--- src/rtl/i2c_aux_pkg.sv ---
// rtl/i2c_aux_pkg.sv - shared I2C-over-AUX reply codes, request types and responder states
// Purpose: common enums for the AUX responder and initiator.
//   reply_t : AUX reply codes (ACK/NACK/DEFER).
//   req_t   : decoded request types from the AUX request decoder.
//   rsp_state_t : responder FSM states.
package i2c_aux_pkg;

    typedef enum logic [1:0] {
        RPL_ACK   = 2'b00,
        RPL_NACK  = 2'b01,
        RPL_DEFER = 2'b10
    } reply_t;

    typedef enum logic [1:0] {
        REQ_ADDR = 2'b00,
        REQ_DATA = 2'b01,
        REQ_END  = 2'b10,
        REQ_RSVD = 2'b11
    } req_t;

    typedef enum logic [1:0] {
        ST_IDLE   = 2'b00,
        ST_ACTIVE = 2'b01,
        ST_FETCH  = 2'b10,
        ST_REPLY  = 2'b11
    } rsp_state_t;

endpackage

--- src/rtl/i2c_aux_rsp_timer.sv ---
// rtl/i2c_aux_rsp_timer.sv - loadable down-counter for reply turnaround and defer waits
// Ports:
//   clk, rst : clock, asynchronous active-high reset
//   start    : load strobe (wins over counting)
//   load     : count value captured on start
//   done     : high for one cycle, load cycles after the start edge
module i2c_aux_rsp_timer #(
    parameter int W = 8
) (
    input  logic         clk,
    input  logic         rst,
    input  logic         start,
    input  logic [W-1:0] load,
    output logic         done
);

    logic [W-1:0] cnt;
    logic         run;

    always_ff @(posedge clk or posedge rst) begin
        if (rst) begin
            cnt <= '0;
            run <= 1'b0;
        end else if (start) begin
            cnt <= load;
            run <= 1'b1;
        end else if (run) begin
            if (cnt == '0) begin
                run <= 1'b0;
            end else begin
                cnt <= cnt - W'(1);
            end
        end
    end

    assign done = run && (cnt == '0);

endmodule

--- src/rtl/i2c_aux_responder.sv ---
// rtl/i2c_aux_responder.sv - sink-side I2C-over-AUX EDID read responder
// Optional feature macro: I2C_AUX_RSP_DEFER_EN (DEFER after DEFER_WAIT cycles in FETCH).
// Ports:
//   clk, rst                      : clock, asynchronous active-high reset
//   req_vld/req_type/req_addr     : request strobe from the AUX request decoder
//   edid_rdy/edid_data            : EDID store read response
//   edid_rd_en/edid_rd_addr       : EDID store read request
//   reply_ack/reply_ack_vld       : reply code and strobe to the reply encoder
//   reply_data/reply_data_vld     : read byte and strobe for DATA ACKs
//   xfer_done                     : pulse with an END ACK
//   busy                          : high in FETCH and REPLY
//   req_drop                      : pulse when a request arrives in FETCH or REPLY
module i2c_aux_responder
    import i2c_aux_pkg::*;
#(
    parameter int         EDID_SIZE   = 5,
    parameter logic [6:0] I2C_ADDR    = 7'h50,
    parameter int         REPLY_DELAY = 4,
    parameter int         DEFER_WAIT  = 16
) (
    input  logic       clk,
    input  logic       rst,
    input  logic       req_vld,
    input  logic [1:0] req_type,
    input  logic [6:0] req_addr,
    input  logic       edid_rdy,
    input  logic [7:0] edid_data,
    output logic       edid_rd_en,
    output logic [7:0] edid_rd_addr,
    output logic [1:0] reply_ack,
    output logic       reply_ack_vld,
    output logic [7:0] reply_data,
    output logic       reply_data_vld,
    output logic       xfer_done,
    output logic       busy,
    output logic       req_drop
);

    localparam int            CW         = $clog2(EDID_SIZE + 1);
    localparam logic [CW-1:0] CNT_MAX    = CW'(EDID_SIZE);
    // The timer fires load cycles after its start edge; one extra cycle puts
    // the strobe REPLY_DELAY+1 edges after the decision.
    localparam logic [7:0]    REPLY_LOAD = 8'(REPLY_DELAY + 1);
`ifdef I2C_AUX_RSP_DEFER_EN
    localparam logic [7:0]    DEFER_LOAD = 8'(DEFER_WAIT);
`endif

    if (REPLY_DELAY < 1 || REPLY_DELAY > 15) begin : g_bad_reply_delay
        $error("REPLY_DELAY must be in 1..15");
    end
    if (DEFER_WAIT < 1 || DEFER_WAIT > 255) begin : g_bad_defer_wait
        $error("DEFER_WAIT must be in 1..255");
    end

    rsp_state_t    state, state_nxt;
    rsp_state_t    ret, ret_nxt;
    logic [CW-1:0] byte_cnt, byte_cnt_nxt;
    reply_t        code, code_nxt;
    logic [7:0]    data_q, data_nxt;
    logic          is_data, is_data_nxt;
    logic          is_end, is_end_nxt;
    // 0: FETCH entry cycle, 1: read strobe cycle, 2: waiting for data
    logic [1:0]    fetch_ph, fetch_ph_nxt;
    logic          tmr_start;
    logic [7:0]    tmr_load;
    logic          tmr_done;
    req_t          rtype;

    assign rtype        = req_t'(req_type);
    assign edid_rd_addr = 8'(byte_cnt);
    assign reply_ack    = code;
    assign reply_data   = data_q;

    i2c_aux_rsp_timer #(.W(8)) u_timer (
        .clk   (clk),
        .rst   (rst),
        .start (tmr_start),
        .load  (tmr_load),
        .done  (tmr_done)
    );

    always_ff @(posedge clk or posedge rst) begin
        if (rst) begin
            state    <= ST_IDLE;
            ret      <= ST_IDLE;
            byte_cnt <= '0;
            code     <= RPL_ACK;
            data_q   <= 8'h00;
            is_data  <= 1'b0;
            is_end   <= 1'b0;
            fetch_ph <= 2'd0;
        end else begin
            state    <= state_nxt;
            ret      <= ret_nxt;
            byte_cnt <= byte_cnt_nxt;
            code     <= code_nxt;
            data_q   <= data_nxt;
            is_data  <= is_data_nxt;
            is_end   <= is_end_nxt;
            fetch_ph <= fetch_ph_nxt;
        end
    end

    always_comb begin
        state_nxt      = state;
        ret_nxt        = ret;
        byte_cnt_nxt   = byte_cnt;
        code_nxt       = code;
        data_nxt       = data_q;
        is_data_nxt    = is_data;
        is_end_nxt     = is_end;
        fetch_ph_nxt   = fetch_ph;
        tmr_start      = 1'b0;
        tmr_load       = REPLY_LOAD;
        edid_rd_en     = 1'b0;
        reply_ack_vld  = 1'b0;
        reply_data_vld = 1'b0;
        xfer_done      = 1'b0;
        busy           = 1'b0;
        req_drop       = 1'b0;

        case (state)
            ST_IDLE, ST_ACTIVE: begin
                if (req_vld) begin
                    // Default decision: NACK and come back to where we were.
                    state_nxt   = ST_REPLY;
                    ret_nxt     = state;
                    code_nxt    = RPL_NACK;
                    is_data_nxt = 1'b0;
                    is_end_nxt  = 1'b0;
                    tmr_start   = 1'b1;
                    case (rtype)
                        REQ_ADDR: begin
                            if (req_addr == I2C_ADDR) begin
                                code_nxt     = RPL_ACK;
                                ret_nxt      = ST_ACTIVE;
                                byte_cnt_nxt = '0;
                            end else begin
                                ret_nxt = ST_IDLE;
                            end
                        end
                        REQ_DATA: begin
                            if (state == ST_ACTIVE && byte_cnt < CNT_MAX) begin
                                state_nxt    = ST_FETCH;
                                fetch_ph_nxt = 2'd0;
`ifdef I2C_AUX_RSP_DEFER_EN
                                tmr_start    = 1'b1;
                                tmr_load     = DEFER_LOAD;
`else
                                tmr_start    = 1'b0;
`endif
                            end
                        end
                        REQ_END: begin
                            if (state == ST_ACTIVE) begin
                                code_nxt   = RPL_ACK;
                                is_end_nxt = 1'b1;
                                ret_nxt    = ST_IDLE;
                            end
                        end
                        default: ;
                    endcase
                end
            end

            ST_FETCH: begin
                busy       = 1'b1;
                req_drop   = req_vld;
                edid_rd_en = (fetch_ph == 2'd1);
                if (fetch_ph != 2'd2) begin
                    fetch_ph_nxt = fetch_ph + 2'd1;
                end
                if (fetch_ph != 2'd0) begin
                    // Data is checked before the timeout so a same-edge
                    // arrival is still ACKed.
                    if (edid_rdy) begin
                        state_nxt   = ST_REPLY;
                        ret_nxt     = ST_ACTIVE;
                        code_nxt    = RPL_ACK;
                        data_nxt    = edid_data;
                        is_data_nxt = 1'b1;
                        is_end_nxt  = 1'b0;
                        tmr_start   = 1'b1;
                        if (byte_cnt != CNT_MAX) begin
                            byte_cnt_nxt = byte_cnt + CW'(1);
                        end
                    end
`ifdef I2C_AUX_RSP_DEFER_EN
                    else if (tmr_done) begin
                        state_nxt   = ST_REPLY;
                        ret_nxt     = ST_ACTIVE;
                        code_nxt    = RPL_DEFER;
                        is_data_nxt = 1'b0;
                        is_end_nxt  = 1'b0;
                        tmr_start   = 1'b1;
                    end
`endif
                end
            end

            ST_REPLY: begin
                busy     = 1'b1;
                req_drop = req_vld;
                // The strobe cycle is still REPLY, so a coincident request drops.
                if (tmr_done) begin
                    reply_ack_vld  = 1'b1;
                    reply_data_vld = is_data;
                    xfer_done      = is_end;
                    state_nxt      = ret;
                end
            end

            default: state_nxt = ST_IDLE;
        endcase
    end

endmodule
--- config.mk ---
export PLATFORM = sky130hd
export DESIGN_NAME = i2c_aux_responder
export DESIGN_NICKNAME = d
export VERILOG_FILES = /design/src/rtl/i2c_aux_pkg.sv /design/src/rtl/i2c_aux_rsp_timer.sv /design/src/rtl/i2c_aux_responder.sv
export SDC_FILE = /design/constraint.sdc
export NUM_CORES = 1
export LEC_CHECK = 0
export CAP_MARGIN = 0
export CORE_UTILIZATION = 51
export DETAILED_ROUTE_END_ITERATION = 8
export GPL_ROUTABILITY_DRIVEN = 0
export PLACE_DENSITY_LB_ADDON = 0.1
export SLEW_MARGIN = 15
export SYNTH_ARGS = -nofsm -noshare
export SYNTH_HDL_FRONTEND = slang
export SYNTH_SLANG_ARGS = --single-unit
--- constraint.sdc ---
create_clock -name clk -period 3.2 [get_ports clk]
set_input_delay 0.64 -clock clk [delete_from_list [all_inputs] [get_ports clk]]
set_output_delay 0.64 -clock clk [all_outputs]
set_load 0.1 [all_outputs]
[Word-level counts from Yosys, hierarchy flattened]
Cells that the tools add are included.
Storage, ports and cells
  output and inout port bits: 24
  logic and storage cells: 114
  input bits: 21
  flip-flop bits (word level): 30
Operators by class
  multiplexer cells: 64
  reductions and logical operators: 16
  magnitude comparators: 1
  eq/ne operators: 20
  $add $sub $neg: 3
Operators by type and width (count)
  $mux 1: 30
  $mux 2: 15
  $mux 8: 3
  $ne 2x2->1 const B: 10
  $mux 3: 6
  $pmux 2 s2: 4
  $logic_not 8->1: 1
  $pmux 1 s2: 4
  $reduce_and 4->1: 2
  $sub 8x1->8 const B: 1
  $eq 7x7->1 const B: 1
  $reduce_and 7->1: 1
  $eq 2x1->1 const B: 3
  $eq 2x2->1 const B: 3
  $pmux 2 s3: 1
  $pmux 3 s2: 1
  $reduce_bool 2->1: 3
  $reduce_and 5->1: 1
  $logic_not 2->1: 2
  $ne 2x1->1 const B: 2
  $reduce_or 2->1: 2
  $add 3x1->3 const B: 1
  $lt 3x3->1 const B: 1
  $ne 3x3->1 const B: 1
  4 further kinds: 5

[Logic depth before layout (Yosys ltp)]
Gate-level depths: netlist of the first run.
  depth after elaboration: 8
  gate-level depth with buffers: 7
  mapped depth without buffers: 6

[By module]
Synthesis of the first run repeated with hierarchy kept, for this count alone.
Second synthesis, totals
  cell total of the unflattened synthesis: 172
  area, all modules: 1667.8 um^2
Modules (own cells, without submodules)
  i2c_aux_responder: cells each 104, instances 1, area each 1079.8 um^2
  i2c_aux_rsp_timer: cells each 68, instances 1, area each 588.1 um^2

[Worst setup path after synthesis of the first run]
OpenSTA, ideal clock, no wires.
  path type: flip-flop to output port
  start: register u_timer.cnt[2]
  end: output port reply_data_vld
  slack: -0.632 ns
  cell stages (with the launch flop): 5
  data required time: 2.560 ns
  data arrival time: 3.192 ns
  path buffers: 0
  cells stage by stage: dfrtp_1 > nor4_4 > nand3b_2 > nor2_1 > and2_1
On the way
  cells in the longest elaborated chain, start to end: 4
RTL lines
  from (decl): line i2c_aux_rsp_timer.sv:17  | logic [W-1:0] cnt;
  from (signal assigned): line i2c_aux_rsp_timer.sv:25  | cnt <= load;
  from (signal assigned): line i2c_aux_rsp_timer.sv:31  | cnt <= cnt - W'(1);
  $logic_not 8->1: line i2c_aux_rsp_timer.sv:36  | assign done = run && (cnt == '0);
  $logic_and 1x1->1: line i2c_aux_rsp_timer.sv:36
  $mux 1: line i2c_aux_responder.sv:205  | if (tmr_done) begin
  $mux 1: line i2c_aux_responder.sv:122  | case (state)
  to (decl): line i2c_aux_responder.sv:33  | output logic reply_data_vld,
No other way between the ends.

[Worst setup path after layout of the first run]
  start: register u_timer.cnt[0]
  end: output port reply_data_vld
The elaborated chain is that of the path after synthesis.

==> impl_metrics.csv, run 1 <==
group,metric,value,unit
synth,synth_top_area_share,45.10,%
floorplan,io_pins,45,
cells_and_area,final_common_cell,"dfrtp_1",
detailed_routing,drtAntennaViolNets,0,
setup_path,rrSetupSlack,1.13,ns
setup_path,crit_buf_inv,2,
sta,maxSlewHeadroom,50.18,%
setup_path,crit_family,"simple AND/OR/NAND/NOR gates",
setup_path,r2r_cells,7,
detailed_routing,top_layer_used,"met4",
pwr,p_per_area,951.3,nW/µm²
sta,setup_viol,0,
cells_and_area,syn_to_final_growth,26.52,%
grt,antenna_found_initial,0,
detailed_routing,detail_route.first_pass.iterations,6,
grt,track_usage,22.43,%
synth,syn_avg_cell_area,9.994,µm²
sta,drv_slew,0,
setup_path,critical_path_required,2.56,ns
cells_and_area,final_cells,247,
synth,synth.area.top_cells,"dfrtp_1 (45%), mux2_2 (6.3%), ha_1 (5.4%), o21ai_0 (3.1%), buf_4 (2.8%)",
setup_path,cp-start-kind,"register",
synth,yosysTopAreaCell,"dfrtp_1",
detailed_routing,met1_length,1.365,mm
clock_tree,clock_path_buffers,2,
clock_tree,postCtsHoldBufs,0,
detailed_routing,post-route-drc-count,0,
synth,syn_area,1609,µm²
sta,min_period,2.724,ns
synth,yosysWarnings,0,
clock_tree,path_clk_slew,0.09,ns
detailed_routing,wl_met2,1.823,mm
detailed_routing,met3_length,120,µm
pwr,p_leak,0.0008906,µW
setup_path,path_class,"reg2out",
clock_tree,cts_sinks,29,
setup_path,worstReg2RegEnd,"u_timer.cnt[4]",
grt,grt-ovfl-total,0,
setup_path,cp_max_fo,4,
sta,fmax,367.1,MHz
cells_and_area,drive_above_1_share,21.18,%
floorplan,initial_core_util,53.14,%
status,outcome,"completed",
min_path,whs_path_depth,2,
clock_tree,cts_tree,"done",
clock_tree,cts_made_buffers,5,
min_path,hp-class,"reg2reg",
place,placedCellCount,239,
cells_and_area,diodes,0,
grt,grt_max_degree,22,
sta,fin_setup_tns,0,ns
cells_and_area,fin_util,67.23,%
clock_tree,postCtsResizedCells,0,
grt,grt_pass1_wl,5.623,mm
cells_and_area,final_nets,230,
setup_path,cp_data_arrival_time,2.08,ns
cells_and_area,final_cell_mix,"dfrtp_1 (29), buf_4 (21), clkdlybuf4s50_1 (20)",
detailed_routing,wl_per_cell,13.60,µm
floorplan,dieArea,3384,µm²
grt,grt_pass1_vias,1257,
detailed_routing,initialDrtViolationCount,67,
sta,finalCritPeriodShare,85.12,%
clock_tree,cts-root-buf,"clkbuf_4",
pwr,ir_drop,0.7001,mV
flow_run,drv_cap,0,
floorplan,die_h,58.17,µm
setup_path,slowest_delay,0.42,ns
setup_path,slowest_stage,"dfrtp_1",
min_path,min_from,"is_end",
min_path,min_to,"is_end",
clock_tree,cts_max_level,2,
sta,tightest_slew,0.7465,ns
setup_path,reg2reg_from,"fetch_ph[0]",
detailed_routing,vias_per_cell,5.300,
synth,postSynthCellCount,161,
setup_path,crit_chain,"inv_1 -> ha_1 -> nor2b_1 -> nand3_1 -> nor2_4 -> and2_1 -> buf_4",
sta,rsz0062_at_grt,"false",
sta,skew,0.007895,ns
setup_path,endpoint_kind,"output port",
floorplan,die_w,58.17,µm
detailed_routing,wl,3.358,mm
clock_tree,postCtsSetupRepairBufs,0,
sta,hold_viol,0,
place,port_buffers,38,
floorplan,std_cell_rows,20,
clock_tree,clk_latency,0.33,ns
synth,yosysSeqAreaShare,45.10,%
synth,ys_types,41,
cells_and_area,fillCellCount,254,
detailed_routing,detailroute.via_count,1309,
floorplan,design.core.area,3028,µm²
place,dpl.hpwl,2.528,mm
synth,ys_ff_latch,29,
-- flip-flops by register name (all words and copies together) (netlist names) --
| signal | cells |
|---|---|
| is_data | 1 |
| reply_data | 8 |
| state | 2 |
| fetch_ph | 2 |
| is_end | 1 |
| u_timer.cnt | 8 |
| ret | 2 |
| u_timer.run | 1 |
| byte_cnt | 3 |
| reply_ack | 1 |
-- logic make-up (layout without fill, tap and decap cells) --
logic type               count (synthesis)  in the layout  synth area share [%]
AND/OR/NAND/NOR                         57             57                 21.15
AO/OA/AOI/OAI                           33             33                 13.14
flip-flops                              29             29                 45.10
buffers and inverters                   21             58                 6.454
multiplexers                             9              9                 6.299
adder cells (fa/ha/maj)                  7              7                 5.443
XOR/XNOR                                 4              4                 2.178
other                                    1              6                0.2331
-- through the flow --
stage	area (µm²)	power [µW]	setup slack [ns]	hold slack [ns]
finish	2036	1937	0.4761	0.4955
global route	2036	2061	0.3382	0.5366
CTS	2036	1951	0.4612	0.4942
detailed placement	1984	1730	0.6770	0.4654
global placement	1984	1687	0.7543	0.4538
floorplan	1635	1492	0.2120	0.4402
-- synthesized netlist by cell type (all sizes together) --
cell,instances
o41ai,1
o31a,1
or2,1
o21ai,10
nor3,1
o32a,1
or3,1
nor4,4
a21boi,1
o22ai,2
nor4b,1
nor2b,7
nand3b,1
nor4bb,2
nand2,10
mux2,9
dfrtp,29
clkbuf,4
or4,3
inv,9
nand2b,4
nand4b,1
a31oi,1
and2,4
or3b,1
nand3,3
a211oi,3
a211o,1
nor2,11
ha,7
a32oi,1
a21o,1
conb,1
xor2,1
xnor2,3
buf,8
a21oi,6
o31ai,4
nor3b,2
-- per-layer routing --
layer  vias to the layer above  track usage, %
met5                         -               0
met4                         0           8.503
met3                         7           6.696
met2                        26           39.74
met1                       640           25.32
li1                        636               -
-- where the power goes --
part           total, µW  switching, µW  leakage, µW  internal, µW
Combinational       1070            754     0.000499           316
Clock                213            130    0.0000320          83.5
Sequential           654            141     0.000359           512
-- worst max-delay path by stage --
| stage | startpoint | endpoint | depth (start not counted) |
|---|---|---|---|
| 2_1_floorplan | u_timer.cnt[2] | reply_data_vld | 4 |
| 3_3_place_gp | edid_rdy | u_timer.cnt[3] | 6 |
| 3_5_place_dp | edid_rdy | u_timer.cnt[4] | 6 |
| 4_1_cts | u_timer.cnt[0] | reply_data_vld | 7 |
| 5_1_grt | u_timer.cnt[1] | reply_data_vld | 7 |
| 6_report | u_timer.cnt[0] | reply_data_vld | 7 |
-- final cells by class --
type / count / area [µm²] / area share (%)
multi-input cells: 116 / 812.0 / 39.89
repair buffers: 41 / 357.8 / 17.58
clock buffers: 6 / 41.29 / 2.028
flip-flops and latches: 29 / 725.7 / 35.65
inverters: 9 / 33.78 / 1.659
clock inverters: 2 / 10.01 / 0.4917
well taps: 44 / 55.05 / 2.704
-- worst register-to-register path, stage by stage (launching register included) --
cell      delay [ns]
dfrtp_1         0.36
inv_1           0.09
ha_1            0.24
nor4bb_2        0.25
buf_4           0.23
nor2_1          0.12
nor2b_1         0.51
nor2_1          0.12
(Power assumes the default switching activity.)
==> run 2: changes to the inputs <==
CORE_UTILIZATION = 40   (was 51)
==> run 2 against run 1 <==
Against the previous run: count of clock-buffer cells in the layout did not move; combinational power barely moved; largest power group unchanged; largest cell class unchanged; flip-flop and latch count did not move; critical endpoint unchanged; fmax increased by 3.4%; setup slack improved by 0.090 ns; critical path type unchanged.
==> impl_metrics.csv, run 2 (synthesis gave the netlist of run 1 again) <==
group,metric,value,unit
floorplan,die_w,65.43,µm
cells_and_area,drive_above_1_share,20.79,%
setup_path,cp-start-kind,"register",
clock_tree,postCtsSetupRepairBufs,0,
sta,drv_slew,0,
sta,rsz0062_at_grt,"false",
floorplan,design.core.area,3771,µm²
floorplan,die_h,65.43,µm
detailed_routing,post-route-drc-count,0,
clock_tree,clock_path_buffers,2,
setup_path,cp_data_arrival_time,1.99,ns
detailed_routing,drtAntennaViolNets,0,
sta,finalCritPeriodShare,82.30,%
clock_tree,cts_tree,"done",
sta,setup_viol,0,
cells_and_area,final_common_cell,"dfrtp_1",
clock_tree,cts_max_level,2,
grt,grt-ovfl-total,0,
sta,fin_setup_tns,0,ns
min_path,hp-class,"reg2reg",
floorplan,std_cell_rows,22,
setup_path,critical_path_required,2.56,ns
min_path,whs_path_depth,1,
pwr,ir_drop,0.4270,mV
setup_path,r2r_cells,6,
sta,min_period,2.634,ns
sta,hold_viol,0,
detailed_routing,detailroute.via_count,1298,
cells_and_area,syn_to_final_growth,28.30,%
sta,maxSlewHeadroom,57.82,%
setup_path,endpoint_kind,"output port",
grt,grt_pass1_wl,5.485,mm
floorplan,io_pins,45,
clock_tree,clk_latency,0.28,ns
grt,grt_pass1_vias,1248,
sta,fmax,379.7,MHz
pwr,p_leak,0.0008988,µW
sta,tightest_slew,0.6313,ns
place,port_buffers,38,
clock_tree,postCtsResizedCells,0,
detailed_routing,vias_per_cell,5.192,
sta,skew,0.006888,ns
floorplan,initial_core_util,42.67,%
clock_tree,cts_made_buffers,5,
cells_and_area,final_nets,229,
flow_run,drv_cap,0,
floorplan,dieArea,4280,µm²
setup_path,rrSetupSlack,1.21,ns
detailed_routing,detail_route.first_pass.iterations,4,
detailed_routing,initialDrtViolationCount,29,
status,outcome,"completed",
clock_tree,path_clk_slew,0.06,ns
clock_tree,cts_sinks,29,
detailed_routing,wl,3.262,mm
clock_tree,cts-root-buf,"clkbuf_8",
pwr,p_per_area,964.8,nW/µm²
cells_and_area,final_cell_mix,"dfrtp_1 (29), clkdlybuf4s50_1 (20), buf_4 (20)",
grt,track_usage,17.04,%
grt,grt_max_degree,30,
detailed_routing,wl_per_cell,13.05,µm
setup_path,path_class,"reg2out",
setup_path,cp_max_fo,4,
grt,antenna_found_initial,0,
pwr,power,1992,µW
place,dpl.hpwl,2.451,mm
cells_and_area,diodes,0,
cells_and_area,fillCellCount,353,
clock_tree,postCtsHoldBufs,0,
## run 2: changes by cell type in the layout (fill, tap and decap cells not counted), sizes merged
cell	delta
buf	-1
## run 2: where the power goes
part	switching (µW)	internal (µW)	total (µW)	leakage, µW
sequential	138	514	652	0.000359
combinational	744	314	1060	0.000495
clock	131	150	281	0.0000450
total	1010	978	1990	0.000899
## run 2: critical path, stage by stage (launching register included)
cell and delay, ns:
dfrtp_1 0.41, inv_1 0.11, ha_1 0.20, nor2b_1 0.26, nand3_1 0.16, nor2_4 0.16, and2_1 0.14, buf_4 0.28
## run 2: worst paths after layout
kind,startpoint,end
worst max-delay path,u_timer.cnt[0],reply_data_vld
worst min-delay path,is_data,is_data
worst max register to register,fetch_ph[0],u_timer.cnt[6]
worst min register to register,is_data,is_data
max in group asynchronous,rst,reply_ack[0]
min in group asynchronous,rst,u_timer.cnt[5]
## run 2: cell type report
type / instances / area (µm²) / area share (%)
Clock inverter: 2 / 10.01 / 0.4848
Multi-Input combinational cell: 116 / 812.0 / 39.33
Sequential cell: 29 / 725.7 / 35.15
Timing Repair Buffer: 40 / 350.3 / 16.97
Clock buffer: 6 / 72.57 / 3.515
Tap cell: 48 / 60.06 / 2.909
Inverter: 9 / 33.78 / 1.636
## run 2: stage by stage
| stage | setup WS [ns] | util (%) | std cells | cell area [µm²] | hold WS, ns |
|---|---|---|---|---|---|
| after floorplan | 0.2120 | - | 166 | 1635 | 0.4402 |
| after global placement | 0.8247 | 52.55 | 242 | 1982 | 0.4538 |
| after detailed placement | 0.7789 | 52.55 | 242 | 1982 | 0.4623 |
| after CTS | 0.5452 | 54.74 | 250 | 2064 | 0.4768 |
| after global routing | 0.3785 | 54.74 | 250 | 2064 | 0.4942 |
| final | 0.5663 | 54.74 | 250 | 2064 | 0.4773 |
## run 2: layer usage
metal	share of wire (%)	up-vias	wire length [µm]	track usage, %
met4	1.0	0	34	6.793
met3	3.4	4	112	5.556
met1	44	643	1442	19.64
met2	51	20	1674	28.99
met5	0	-	0	0
li1	-	631	-	-
==> run 3: changes to the inputs <==
clock period = 2.2 ns   (was 3.2 ns; I/O delays follow)
==> run 3 against run 2 <==
Against the previous run: largest cell class unchanged; sequential share of layout area decreased by 3.5 points; critical path depth is the same; count of clock-buffer cells in the layout grew 1; design area increased by 11%; setup slack got worse by 0.51 ns; largest power group unchanged; register-to-register slack worse by 0.88 ns; clock power is 100% higher; first-iteration DRC count up 140%; die area is the same; flip-flop and latch count unchanged.
==> impl_metrics.csv, run 3 (synthesis gave the netlist of run 1 again) <==
group,metric,value,unit
cells_and_area,diodes,0,
place,dpl.hpwl,2.593,mm
floorplan,std_cell_rows,22,
detailed_routing,initialDrtViolationCount,71,
min_path,hp-class,"reg2reg",
setup_path,path_class,"reg2out",
floorplan,die_h,65.43,µm
grt,grt-ovfl-total,0,
clock_tree,cts_max_level,2,
detailed_routing,post-route-drc-count,0,
detailed_routing,detailroute.via_count,1364,
sta,hold_viol,0,
detailed_routing,wl,3.567,mm
pwr,power,3276,µW
setup_path,cp_data_arrival_time,1.71,ns
sta,finalCritPeriodShare,97.57,%
sta,fin_setup_tns,0,ns
setup_path,cp_max_fo,4,
clock_tree,cts_made_buffers,5,
setup_path,cp-start-kind,"register",
clock_tree,cts-root-buf,"clkbuf_8",
cells_and_area,final_cell_mix,"dfrtp_1 (28), buf_4 (25), clkdlybuf4s50_1 (20)",
cells_and_area,final_common_cell,"dfrtp_1",
grt,grt_max_degree,30,
pwr,p_per_area,1427,nW/µm²
cells_and_area,drive_above_1_share,28.64,%
cells_and_area,regArea,726.9,µm²
floorplan,io_pins,45,
grt,grt_pass1_vias,1347,
sta,fmax,465.9,MHz
detailed_routing,drtAntennaViolNets,0,
floorplan,die_w,65.43,µm
pwr,p_leak,0.001004,µW
sta,min_period,2.147,ns
sta,rsz0062_at_grt,"true",
clock_tree,clk_latency,0.28,ns
setup_path,critical_path_required,1.76,ns
grt,track_usage,18.44,%
grt,antenna_found_initial,0,
flow_run,drv_cap,0,
cells_and_area,multi_input_area,850.8,µm²
cells_and_area,final_nets,240,
cells_and_area,finalInstanceArea,2296,µm²
sta,drv_slew,0,
floorplan,dieArea,4280,µm²
floorplan,design.core.area,3771,µm²
sta,skew,0.002654,ns
cells_and_area,syn_to_final_growth,42.69,%
floorplan,initial_core_util,42.67,%
place,port_buffers,38,
detailed_routing,vias_per_cell,5.226,
detailed_routing,detail_route.first_pass.iterations,4,
sta,setup_viol,0,
clock_tree,path_clk_slew,0.06,ns
clock_tree,clock_path_buffers,2,
clock_tree,cts_tree,"done",
place,dpl_cell_area,2107,µm²
pwr,ir_drop,0.8935,mV
setup_path,endpoint_kind,"output port",
clock_tree,cts_sinks,29,
cells_and_area,fillCellCount,303,
detailed_routing,wl_per_cell,13.67,µm
grt,grt_pass1_wl,5.934,mm
status,outcome,"completed",
run 3: stage by stage:
step / utilization (%) / worst slack, ns / hold WS [ns] / std cells
finish: 60.88 / 0.05348 / 0.4777 / 261
CTS: 60.29 / 0.007419 / 0.4864 / 258
detailed placement: 55.87 / 0.02323 / 0.4709 / 246
global route: 60.88 / -0.01970 / 0.5240 / 261
floorplan: - / -0.1454 / 0.4501 / 166
global placement: 55.87 / 0.1081 / 0.4598 / 246
run 3: where the power goes:
group | total, µW | internal [µW] | switching, µW
Sequential | 953 | 749 | 204
Clock | 574 | 369 | 205
Combinational | 1750 | 589 | 1160
Total | 3280 | 1710 | 1570
run 3: per-layer routing:
metal	wire length (µm)	track usage (%)	vias to the layer above
met5	0	0	-
met4	52	6.522	0
met3	227	4.861	8
met2	1755	31.96	56
met1	1532	21.82	643
li1	-	-	657
run 3: path summary, 6_finish.rpt:
path,to,start,slack (ns),depth (start not counted)
setup / recovery,reply_data_vld,u_timer.cnt[0],0.05,7
hold / removal,is_data,is_data,0.48,1
setup reg to reg,u_timer.cnt[5],u_timer.cnt[2],0.33,5
hold reg to reg,is_data,is_data,0.48,1
max in group asynchronous,u_timer.cnt[2],rst,1.36,3
min in group asynchronous,reply_data[6],rst,0.55,3
run 3: worst max-delay path, stage by stage, from the launching register on:
cell,delay (ns)
dfrtp_1,0.41
inv_2,0.10
ha_4,0.13
nor2b_4,0.16
nand3_2,0.10
nor2_4,0.18
and2_4,0.17
buf_12,0.16
run 3: area by class of cell:
class / instances / area share [%]
flip-flops and latches: 29 / 31.66
clock buffers: 7 / 3.760
inverters: 9 / 1.471
repair buffers: 51 / 22.13
well taps: 48 / 2.616
clock inverters: 1 / 1.308
multi-input cells: 116 / 37.06
run 3: timing repair:
action | CTS | global route
setup endpoints to repair | 2 | 3
hold buffers | 0 | 0
resized for setup | 3 | 1
setup buffers | 4 | 3
pin swaps | 3 | 3
